### config.mk
export PLATFORM = sky130hd
export DESIGN_NAME = midi_mmio_responder
export DESIGN_NICKNAME = d
export VERILOG_FILES = /design/src/rtl/midi_mmio_pkg.sv /design/src/rtl/byte_fifo.sv /design/src/rtl/midi_mmio_responder.sv
export SDC_FILE = /design/constraint.sdc
export NUM_CORES = 1
export LEC_CHECK = 0
export BUFFER_PORTS_ARGS = -buffer_cell sky130_fd_sc_hd__buf_4
export CAP_MARGIN = 10
export CORE_ASPECT_RATIO = 1.1
export CORE_MARGIN = 2
export CORE_UTILIZATION = 60
export CTS_CLUSTER_DIAMETER = 200
export CTS_CLUSTER_SIZE = 24
export DETAILED_ROUTE_END_ITERATION = 6
export PLACE_DENSITY_LB_ADDON = 0.3
export SYNTH_ARGS = -nofsm -noshare
export SYNTH_HDL_FRONTEND = slang
export SYNTH_SLANG_ARGS = --single-unit
### constraint.sdc
create_clock -name clock -period 6.2 [get_ports clock]
set_input_delay 0 -clock clock [delete_from_list [all_inputs] [get_ports clock]]
set_output_delay 0 -clock clock [all_outputs]
set_load 0.01 [all_outputs]
### src/rtl/midi_mmio_pkg.sv
// Shared register map for the MIDI MMIO responder: word offsets and bit
// positions in the RX_STATUS and CTRL registers.
package midi_mmio_pkg;

  localparam logic [1:0] OFS_RX_DATA   = 2'd0;
  localparam logic [1:0] OFS_RX_STATUS = 2'd1;
  localparam logic [1:0] OFS_CTRL      = 2'd2;
  localparam logic [1:0] OFS_TSTAMP    = 2'd3;

  localparam int ST_EMPTY     = 0;
  localparam int ST_FULL      = 1;
  localparam int ST_OVERFLOW  = 2;
  localparam int ST_COUNT_LSB = 8;

  localparam int CTRL_POP     = 0;
  localparam int CTRL_CLR_OVF = 1;
  localparam int CTRL_FLUSH   = 2;

endpackage

### src/rtl/byte_fifo.sv
// Byte FIFO with same-cycle push/pop on a full queue and a priority flush.
// Storage is deliberately left out of reset; only pointers and count clear.
module byte_fifo #(
  parameter int DEPTH = 16
) (
  input  logic                     clock,
  input  logic                     reset,
  input  logic                     push,
  input  logic [7:0]               din,
  input  logic                     pop,
  input  logic                     flush,
  output logic [7:0]               head,
  output logic [$clog2(DEPTH):0]   count,
  output logic                     full,
  output logic                     empty
);

  localparam int AW = $clog2(DEPTH);
  localparam int CW = AW + 1;

  logic [7:0]    mem [DEPTH];
  logic [AW-1:0] wr_ptr;
  logic [AW-1:0] rd_ptr;
  logic          push_ok;
  logic          pop_ok;

  assign empty   = (count == '0);
  assign full    = (count == CW'(DEPTH));
  assign head    = mem[rd_ptr];
  assign pop_ok  = pop && !empty;
  // A pop in the same cycle frees the slot the push needs.
  assign push_ok = push && (!full || pop_ok);

  always_ff @(posedge clock) begin
    if (!reset) begin
      wr_ptr <= '0;
      rd_ptr <= '0;
      count  <= '0;
    end else if (flush) begin
      wr_ptr <= '0;
      rd_ptr <= '0;
      count  <= '0;
    end else begin
      if (push_ok) wr_ptr <= wr_ptr + AW'(1);
      if (pop_ok)  rd_ptr <= rd_ptr + AW'(1);
      count <= count + CW'(push_ok) - CW'(pop_ok);
    end
  end

  always_ff @(posedge clock) begin
    if (reset && !flush && push_ok) mem[wr_ptr] <= din;
  end

endmodule

### src/rtl/midi_mmio_responder.sv
// MMIO window exposing a MIDI receive FIFO, status, one-shot control and,
// when MIDI_MMIO_TSTAMP_EN is defined, a loadable free-running timestamp.
module midi_mmio_responder
  import midi_mmio_pkg::*;
#(
  parameter logic [31:0] BASE_ADDR = 32'h0000_1000,
  parameter int          DEPTH     = 16
) (
  input  logic        clock,
  input  logic        reset,
  input  logic [31:0] address_dmem,
  input  logic [31:0] data,
  input  logic        wren,
  input  logic [7:0]  midi_byte,
  input  logic        midi_valid,
  output logic        hit,
  output logic [31:0] q_mmio
);

  localparam int CW = $clog2(DEPTH) + 1;

  logic [1:0]    ofs;
  logic          ctrl_wr;
  logic          pop_req;
  logic          clr_req;
  logic          flush_req;
  logic          overflow;
  logic          overflow_set;
  logic [7:0]    head;
  logic [CW-1:0] count;
  logic [7:0]    count8;
  logic          full;
  logic          empty;
  logic [31:0]   rd_mux;

  assign hit       = (address_dmem[31:2] == BASE_ADDR[31:2]);
  assign ofs       = address_dmem[1:0];
  assign ctrl_wr   = hit && wren && (ofs == OFS_CTRL);
  assign pop_req   = ctrl_wr && data[CTRL_POP];
  assign clr_req   = ctrl_wr && data[CTRL_CLR_OVF];
  assign flush_req = ctrl_wr && data[CTRL_FLUSH];
  assign count8    = 8'(count);

  // A flushed push is discarded silently, so it never counts as overflow.
  assign overflow_set = midi_valid && full && !pop_req && !flush_req;

  byte_fifo #(.DEPTH(DEPTH)) u_fifo (
    .clock (clock),
    .reset (reset),
    .push  (midi_valid),
    .din   (midi_byte),
    .pop   (pop_req),
    .flush (flush_req),
    .head  (head),
    .count (count),
    .full  (full),
    .empty (empty)
  );

  always_ff @(posedge clock) begin
    if (!reset)            overflow <= 1'b0;
    else if (overflow_set) overflow <= 1'b1;
    else if (clr_req)      overflow <= 1'b0;
  end

`ifdef MIDI_MMIO_TSTAMP_EN
  logic [31:0] tstamp;

  always_ff @(posedge clock) begin
    if (!reset)                                 tstamp <= '0;
    else if (hit && wren && ofs == OFS_TSTAMP)  tstamp <= data;
    else                                        tstamp <= tstamp + 32'd1;
  end
`else
  logic unused_data_bits;
  assign unused_data_bits = ^data[31:3];
`endif

  always_comb begin
    rd_mux = '0;
    if (hit) begin
      case (ofs)
        OFS_RX_DATA: begin
          if (!empty) rd_mux = {23'b0, 1'b1, head};
        end
        OFS_RX_STATUS: begin
          rd_mux[ST_EMPTY]                      = empty;
          rd_mux[ST_FULL]                       = full;
          rd_mux[ST_OVERFLOW]                   = overflow;
          rd_mux[ST_COUNT_LSB+7:ST_COUNT_LSB]   = count8;
        end
        OFS_TSTAMP: begin
`ifdef MIDI_MMIO_TSTAMP_EN
          rd_mux = tstamp;
`endif
        end
        default: rd_mux = '0;
      endcase
    end
  end

  always_ff @(posedge clock) begin
    if (!reset) q_mmio <= '0;
    else        q_mmio <= rd_mux;
  end

endmodule

==> flow_metrics.py <==
metrics = {
    "outcome": {
        "status": "complete, no violations",
    },
    "layout": {
        "seq_area_sq_mm": 0.004466,
        "drive_above_1_share": 0.2778,
        "fin_nets": 560,
        "syn_to_final_growth_pct": 17.79,
        "final_cell_count_no_fill": 633,
        "multi_input_area_sq_mm": 0.001927,
        "fillers": 650,
        "n_antenna_cell": 0,
    },
    "synth": {
        "synthArstFlopShare": 0,
        "syn_inst": 397,
        "synth.most_common_cell": "edfxtp_1",
        "synth_common_cells": "128 x edfxtp_1, 36 x mux4_2, 31 x dfxtp_1",
        "synth_top_area_share": 0.5840,
        "synth-main-ff-cell": "edfxtp_1",
        "synth_area_leaders": "edfxtp_1 58%, mux4_2 12%, dfxtp_1 9.4%, and3_1 2.2%, buf_4 2.2%",
        "yosysWarnings": 0,
        "synth_seq_area_share": 0.6783,
        "syn_area_per_cell_sq_um": 16.58,
        "yosysTopAreaCell": "edfxtp_1",
        "synthDistinctLibCells": 44,
        "synth_area_sq_mm": 0.006581,
        "synth-edff-count": 128,
        "ys_ff_latch": 159,
    },
    "place": {
        "io_buffers": 60,
        "dpl_worst_slack_ns": 3.140,
        "dp.cells": 589,
        "gp_congestion": 0.8324,
        "hpwl_mm": 8.399,
    },
    "global_routing": {
        "grt_util_all_layers": 0.2474,
        "grt_max_degree": 36,
        "grt_pass1_vias": 3754,
        "antenna_found_initial": 0,
        "grt_pass1_wl_mm": 21.16,
        "grt-ovfl-total": 0,
    },
    "power_and_ir_drop": {
        "fin_total_pwr_uw": 2360,
        "pwr-share-seq": 0.506,
        "switching_share": 0.2288,
        "intPower_uw": 1820,
        "pwr_density_cell_mw_per_mm2": 304.5,
        "p_leak_uw": 0.002722,
        "pwr-share-comb": 0.087,
        "p_clk_frac": 0.407,
        "p_sw_uw": 540.0,
        "ir_worst_vdd_mv": 0.1793,
    },
    "die": {
        "initial_core_util": 0.6088,
        "ioPinCount": 109,
        "die_area_sq_mm": 0.01182,
        "core-area_sq_mm": 0.01081,
        "fp-row-count": 40,
        "die_y_um": 113.8,
        "die_w_um": 103.9,
    },
    "drt": {
        "avgViaCountPerCell": 5.953,
        "num_vias": 3768,
        "dr.first_iter.drc_count": 388,
        "routed_wl_mm": 13.73,
        "antenna_left": 0,
        "drt_pass1_iterations": 5,
        "remaining_drc_errors": 0,
        "wire_per_inst_um": 21.70,
    },
    "critical_path": {
        "endpoint_kind": "flip-flop",
        "rr_worst_depth": 14,
        "cp_max_fo": 6,
        "worstSetupStartpointType": "flip-flop",
        "cp_data_arrival_time_ns": 3.42,
        "crit_type": "reg -> reg",
        "critPathRequiredTime_ns": 6.55,
    },
    "cts": {
        "htreeDepth": 4,
        "path_clk_slew_ns": 0.06,
        "cts_repair_resize_count": 0,
        "cts_buffers": 17,
        "clk_latency_ns": 0.42,
        "cts_tree": "yes",
        "hold_buffers": 12,
        "post-cts-setup-buffers": 0,
        "clock_path_buffers": 2,
        "cts.sinks": 159,
        "clockRootBuffer": "clkbuf_16",
    },
    "sta": {
        "relSlewSlack": 0.4930,
        "slew_violations": 0,
        "finalSetupViolations": 0,
        "hold_viol": 0,
        "hold_slack_ns": 0.01409,
        "tns_ns": 0,
        "setup_slack_ns": 3.131,
        "rsz0062_at_grt": "no",
        "max_freq_ghz": 0.3258,
        "skew_ns": 0.01246,
        "fin_crit_sh": 0.4950,
        "period_minus_slack_ns": 3.069,
        "worst_slew_pin_slew_ns": 0.7595,
    },
    "hold_path": {
        "min_path_cells": 3,
        "hp-class": "in -> reg",
    },
    "run": {
        "maxCapViolations": 0,
    },
}
-- power by group through the flow --
| stage | Combinational (uW) | Sequential (uW) | Clock, uW |
|---|---|---|---|
| 2_1_floorplan | 138 | 1210 | 0 |
| 3_3_place_gp | 183 | 1210 | 0 |
| 3_5_place_dp | 190 | 1220 | 0 |
| 5_1_grt | 227 | 1200 | 1020 |
| 6_report | 206 | 1190 | 961 |
| 4_1_cts | 202 | 1190 | 971 |
-- path summary, 6_finish.rpt --
| check | start | slack [ns] | endpoint |
|---|---|---|---|
| worst min-delay path | address_dmem[0] | 0.01 | q_mmio[11] |
| worst max-delay path | u_fifo.count[3] | 3.13 | u_fifo.count[4] |
| worst min register to register | overflow | 0.52 | q_mmio[2] |
| worst max register to register | u_fifo.count[3] | 3.13 | u_fifo.count[4] |
-- registers in the layout, indices dropped and copies added (netlist names), named ones only --
name,cells
overflow,1
q_mmio,13
u_fifo.rd_ptr,4
u_fifo.wr_ptr,4
u_fifo.count,5
u_fifo.mem,128
-- stage by stage --
| step | cell area [sq um] | utilization |
|---|---|---|
| finish | 7752 | 0.7171 |
| global route | 7752 | 0.7171 |
| CTS | 7752 | 0.7171 |
| detailed placement | 7087 | 0.6556 |
| global placement | 7087 | 0.6556 |
| floorplan | 6649 | - |
-- logic make-up (layout without fill, tap and decap cells) --
family / count (synthesis) / count (layout) / share of synthesized area
adders and majority gates: 11 / 11 / 0.02205
AOI/OAI and AO/OA: 24 / 24 / 0.02529
DFF: 159 / 159 / 0.6783
muxes: 44 / 44 / 0.1357
xor gates and xnor gates: 8 / 8 / 0.01065
buffers and inverters: 46 / 117 / 0.03916
and+or+nand+nor: 104 / 104 / 0.08821
other: 1 / 19 / 0.0005698
-- cell usage in the layout (no fill, tap or decap), types with 3 or more instances in the layout --
cell type	n
ha_1	10
nor2b_1	3
conb_1	19
nand4_1	7
dfxtp_1	30
and3_1	23
buf_4	63
xor2_1	3
nor2_1	23
nor3_1	8
mux4_2	36
mux2i_1	6
clkinv_4	3
nand3_1	6
inv_1	10
nand2_1	8
a21oi_1	9
clkbuf_16	17
clkbuf_1	3
edfxtp_1	128
nor4_1	9
nand3b_1	3
xnor2_1	5
inv_6	3
dlygate4sd3_1	12
o21ai_0	4
and2_1	4
clkinv_2	3
-- routing by layer --
metal | part of all wire | routed length [um] | vias up | global-route usage
met3 | 0.074 | 1010 | 17 | 0.06686
met5 | 0 | 0 | - | 0
met2 | 0.51 | 7060 | 183 | 0.4193
met4 | 0.0096 | 132 | 0 | 0.07928
li1 | - | - | 1677 | -
met1 | 0.40 | 5531 | 1891 | 0.3162
-- critical path, cell delays in order, from the launching register on --
cell	delay, ns
dfxtp_1	0.32
inv_1	0.12
ha_1	0.24
or4b_2	0.69
nand3_1	0.12
nor3_1	0.10
xor2_1	0.19
ha_1	0.24
inv_1	0.07
fa_1	0.20
inv_1	0.05
a21oi_1	0.13
nor2_1	0.06
or3_1	0.34
a21oi_1	0.13
-- cell type report --
class / count / share of cell area
clock inverter: 12 / 0.01404
sequential: 159 / 0.5760
inverter: 10 / 0.004842
multi-input combinational: 210 / 0.2485
tap: 147 / 0.02372
clock buffer: 20 / 0.05633
timing repair buffer: 75 / 0.07650
(Power assumes the default switching activity.)
